<file path="config.mk">
export PLATFORM = sky130hd
export DESIGN_NAME = lieat_sram_rdarb
export DESIGN_NICKNAME = d
export VERILOG_FILES = /design/src/rtl/lieat_sram_rdarb.sv
export SDC_FILE = /design/constraint.sdc
export NUM_CORES = 1
export LEC_CHECK = 0
export ABC_AREA = 1
export CAP_MARGIN = 20
export CORE_MARGIN = 2
export CORE_UTILIZATION = 32
export CTS_CLUSTER_DIAMETER = 150
export DETAILED_ROUTE_END_ITERATION = 8
export GPL_ROUTABILITY_DRIVEN = 0
export MAX_ROUTING_LAYER = met4
export PLACE_DENSITY_LB_ADDON = 0.2
export SLEW_MARGIN = 15
export SYNTH_ARGS = -nofsm -noshare
export SYNTH_HDL_FRONTEND = slang
export SYNTH_SLANG_ARGS = --single-unit
</file>
<file path="constraint.sdc">
create_clock -name clk -period 1.7 [get_ports clk]
set_input_delay 0.34 -clock clk [delete_from_list [all_inputs] [get_ports clk]]
set_output_delay 0.34 -clock clk [all_outputs]
set_load 0.01 [all_outputs]
</file>
<file path="src/rtl/lieat_sram_rdarb.sv">
// Two-master read arbiter sharing one SRAM AR/R port between I-cache (m0) and D-cache (m1).
// One outstanding read; registered address issue, combinational R steering to the owner.
`ifndef XLEN
`define XLEN 32
`endif

module lieat_sram_rdarb #(
    parameter int unsigned PRIO_MODE = 0
) (
    input  logic              clk,
    input  logic              rstn,
    input  logic [`XLEN-1:0]  m0_araddr,
    input  logic              m0_arvalid,
    output logic              m0_arready,
    output logic [`XLEN-1:0]  m0_rdata,
    output logic              m0_rvalid,
    input  logic              m0_rready,
    input  logic [`XLEN-1:0]  m1_araddr,
    input  logic              m1_arvalid,
    output logic              m1_arready,
    output logic [`XLEN-1:0]  m1_rdata,
    output logic              m1_rvalid,
    input  logic              m1_rready,
    output logic [`XLEN-1:0]  s_araddr,
    output logic              s_arvalid,
    input  logic              s_arready,
    input  logic [`XLEN-1:0]  s_rdata,
    input  logic              s_rvalid,
    output logic              s_rready,
    output logic              busy,
    output logic              owner
);

    typedef enum logic [1:0] {INIT, IDLE, ADDR, DATA} state_t;

    state_t state;
    state_t state_nx;
    logic   last;
    logic   prefer0;
    logic   gnt0;
    logic   gnt1;
    logic   ar_hs;

    // last==1 means master 1 was granted most recently, so master 0 is preferred next
    assign prefer0 = (PRIO_MODE == 1) ? 1'b1 : last;
    assign gnt0    = m0_arvalid & (~m1_arvalid | prefer0);
    assign gnt1    = m1_arvalid & ~gnt0;
    assign ar_hs   = (state == IDLE) & (gnt0 | gnt1);

    always_ff @(posedge clk or negedge rstn) begin
        if (!rstn) begin
            state <= INIT;
        end else begin
            state <= state_nx;
        end
    end

    always_comb begin
        state_nx = state;
        case (state)
            INIT: state_nx = IDLE;
            IDLE: if (ar_hs) state_nx = ADDR;
            ADDR: if (s_arvalid & s_arready) state_nx = DATA;
            DATA: if (s_rvalid & s_rready) state_nx = IDLE;
            default: state_nx = INIT;
        endcase
    end

    always_comb begin
        busy       = (state != IDLE);
        m0_arready = (state == IDLE) & gnt0;
        m1_arready = (state == IDLE) & gnt1;
        m0_rdata   = '0;
        m0_rvalid  = 1'b0;
        m1_rdata   = '0;
        m1_rvalid  = 1'b0;
        s_rready   = 1'b0;
        if (state == DATA) begin
            if (owner) begin
                m1_rdata  = s_rdata;
                m1_rvalid = s_rvalid;
                s_rready  = m1_rready;
            end else begin
                m0_rdata  = s_rdata;
                m0_rvalid = s_rvalid;
                s_rready  = m0_rready;
            end
        end
    end

    always_ff @(posedge clk or negedge rstn) begin
        if (!rstn) begin
            s_araddr  <= '0;
            s_arvalid <= 1'b0;
            owner     <= 1'b0;
            last      <= 1'b1;
        end else if (ar_hs) begin
            s_araddr  <= gnt1 ? m1_araddr : m0_araddr;
            s_arvalid <= 1'b1;
            owner     <= gnt1;
            last      <= gnt1;
        end else if (s_arvalid & s_arready) begin
            s_arvalid <= 1'b0;
        end
    end

endmodule

</file>
==> impl_metrics.json <==
{
  "status": "complete, but fails checks",
  "violations": "negative hold slack, negative setup slack",
  "synthFlopType": "dfrtp_1",
  "synth.distinct_cells": 18,
  "r2r-end": "s_araddr[22]",
  "final_area_um2": 4670,
  "synth_edf_count": 0,
  "cts.clk_slew.worst_paths_ns": 0.07,
  "cp_slowest_stage_delay_ns": 0.45,
  "rrSetupSlack_ns": 0.15,
  "wl_um": 9420,
  "nFillCells": 668,
  "syn_avg_cell_area_um2": 6.61,
  "use_met2_pct": 41.4,
  "grt-busiest-layer": "met2",
  "grt_usage_pct": 23.1,
  "core_um2": 7180,
  "yosys-top-cells-count": "nand2_1, inv_1, nor2_1, dfrtp_1, o211ai_1",
  "drt_iter0_drc": 135,
  "timing.fmax_ghz": 0.576,
  "die_w_um": 89.8,
  "root_buffer": "clkbuf_8",
  "gr-usage-met1_pct": 24.3,
  "cap_violations": 0,
  "async_flop_share_pct": 100,
  "final_core_util_pct": 65.1,
  "fin_skew_ns": 0.00614,
  "drc": 0,
  "worst_slew_margin_rel_pct": 68.9,
  "drive_gt1_share_pct": 24.9,
  "dpl_cell_area_um2": 4620,
  "wl_per_cell_um": 13.8,
  "syn_area_um2": 2350,
  "synthTopCellsByArea": "dfrtp_1, nand2_1, inv_1",
  "syn-num-nets": 463,
  "grt-ovfl-total": 0,
  "layout.nets": 685,
  "clockBufferDepth": 2,
  "path_class": "reg2out",
  "leakage_nw": 2.52,
  "initial_utilization_pct": 32.8,
  "grt_max_degree": 65,
  "slew_violations": 0,
  "reg2reg_depth": 9,
  "hold_violations": 1,
  "fin_crit_sh_pct": 102,
  "die_area_um2": 8060,
  "avgViaCountPerCell": 4.47,
  "setup_viol": 56,
  "cts_made_buffers": 5,
  "fp-row-count": 31,
  "cp.required_ns": 1.36,
  "crit_family": "flip-flops",
  "dp_worst_setup_slack_ns": -0.418,
  "synth.most_common_cell": "nand2_1",
  "first_pass_iters": 4,
  "antenna_found_initial": 3,
  "tns_ns": -0.690,
  "worst_pin_slew_ns": 0.467,
  "ys_ff_latch": 37,
  "insertion_delay_ns": 0.28,
  "hp-class": "in2async",
  "cp-end-kind": "primary output",
  "portBuffers": 207,
  "dp.final_hpwl_um": 7160,
  "setup_ws_ns": -0.0354,
  "drt.antenna.violating_nets": 0,
  "critPathSlowestCell": "dfrtp_2",
  "whs_ns": -0.000268,
  "grt_util_met3_pct": 5.78,
  "clock_sinks": 37,
  "die_h_um": 89.8,
  "ir_worst_vdd_mv": 0.635,
  "path_max_fanout": 10,
  "yosysTopAreaCellShare_pct": 38.3,
  "syn_inst": 356,
  "yosys_warnings": 0,
  "grt_pass1_vias": 3000,
  "power_density_nw_per_um2": 1390,
  "cts_tree": "yes",
  "post-route-min-period_ns": 1.74,
  "grt_pass1_wl_um": 14500,
  "rsz0062_at_grt": "true",
  "num_vias": 3047,
  "arrival_ns": 1.40,
  "io_pins": 208,
  "critPathBufInv": 2,
  "yosys.area.top_type": "dfrtp_1",
  "seq_area_frac_synth_pct": 39.4,
  "r2r-start": "state[1]",
  "htree_levels": 2,
  "start_kind": "register",
  "area_growth_pct": 98.5,
  "cp_cell_sequence": "ha_4 > nand2_4 > buf_6 > nor2_1 > buf_2"
}
## report_power, final
part / leakage, nW / internal [W] / switching [W]
registers: 0.446 / 0.00135 / 0.000275
logic: 2.02 / 0.00208 / 0.00206
clock network: 0.0554 / 0.000440 / 0.000311
total: 2.52 / 0.00387 / 0.00265
## metrics by stage
| stage | cells | power [W] |
|---|---|---|
| floorplan | 356 | 0.00336 |
| global placement | 664 | 0.00559 |
| detailed placement | 664 | 0.00567 |
| CTS | 678 | 0.00641 |
| global route | 681 | 0.00701 |
| finish | 681 | 0.00652 |
## repair_timing
action / CTS / global route
gates resized for setup: 302 / 47
buffers inserted: 2 / 0
gates cloned: 4 / 0
pin swaps: 1 / 1
setup endpoints to repair: 72 / 79
hold buffers: 0 / 0
## kinds of logic (layout without fill, tap and decap cells)
kind of cell | after synthesis | count (layout) | synth area share [%]
AOI/OAI and AO/OA | 41 | 41 | 12.8
adders and majority gates | 3 | 3 | 1.60
buffers and inverters | 95 | 318 | 17.4
DFF | 37 | 37 | 39.4
other | 0 | 3 | 0
and+or+nand+nor | 180 | 180 | 28.9
## layout by cell type, fill, tap and decap left out, drive strengths merged
| master | Yosys | final |
|---|---|---|
| ha | 3 | 3 |
| o21ai | 5 | 5 |
| clkinv | 0 | 1 |
| dfrtp | 36 | 36 |
| clkdlybuf4s15 | 0 | 1 |
| diode | 0 | 3 |
| clkbuf | 6 | 6 |
| dfstp | 1 | 1 |
| nor2 | 68 | 68 |
| dlygate4sd2 | 0 | 1 |
| inv | 76 | 76 |
| a21oi | 4 | 4 |
| bufinv | 0 | 1 |
| clkdlybuf4s50 | 0 | 135 |
| nand2 | 111 | 111 |
| o211ai | 32 | 32 |
| nand3 | 1 | 1 |
| buf | 13 | 97 |
## worst max path at each step
stage                               to  startpoint  slack (ns)  cells after the start
after floorplan            m0_rdata[0]    state[0]        0.22                      4
after global placement      m1_arready  m1_arvalid       -0.40                      6
after detailed placement    m1_arready  m1_arvalid       -0.42                      6
after CTS                 m1_rdata[18]    state[0]       -0.12                      5
after global routing      m0_rdata[21]    state[0]       -0.09                      5
final                     m0_rdata[27]    state[0]       -0.04                      5
## routing by layer
layer  share of wire, %  up-vias
met5                  0        -
met4                3.8        0
met3                6.4       23
met2                 52      139
met1                 38     1385
li1                   -     1500
## flip-flops by register name, indices dropped and copies added (netlist names)
name and cells:
s_arvalid 1, owner 1, state 2, last 1
s_araddr 32
## layout make-up
class / count / area [µm²] / area share, %
Clock inverter: 2 / 38.8 / 0.830
Timing Repair Buffer: 234 / 2050 / 43.9
Antenna cell: 3 / 7.51 / 0.161
Clock buffer: 6 / 72.6 / 1.55
Sequential cell: 37 / 928 / 19.9
Tap cell: 99 / 124 / 2.65
Multi-Input combinational cell: 224 / 1160 / 24.9
Inverter: 76 / 285 / 6.11
## worst reg2reg max path, cell delays in order (launching register included)
cell and delay, ns:
dfrtp_1 0.42, inv_1 0.10, ha_4 0.15, inv_2 0.05, buf_4 0.14, a21oi_4 0.18, inv_2 0.09, buf_12 0.16
nand2_1 0.08, nand2_1 0.06
Power figures use the tool's default switching activity.
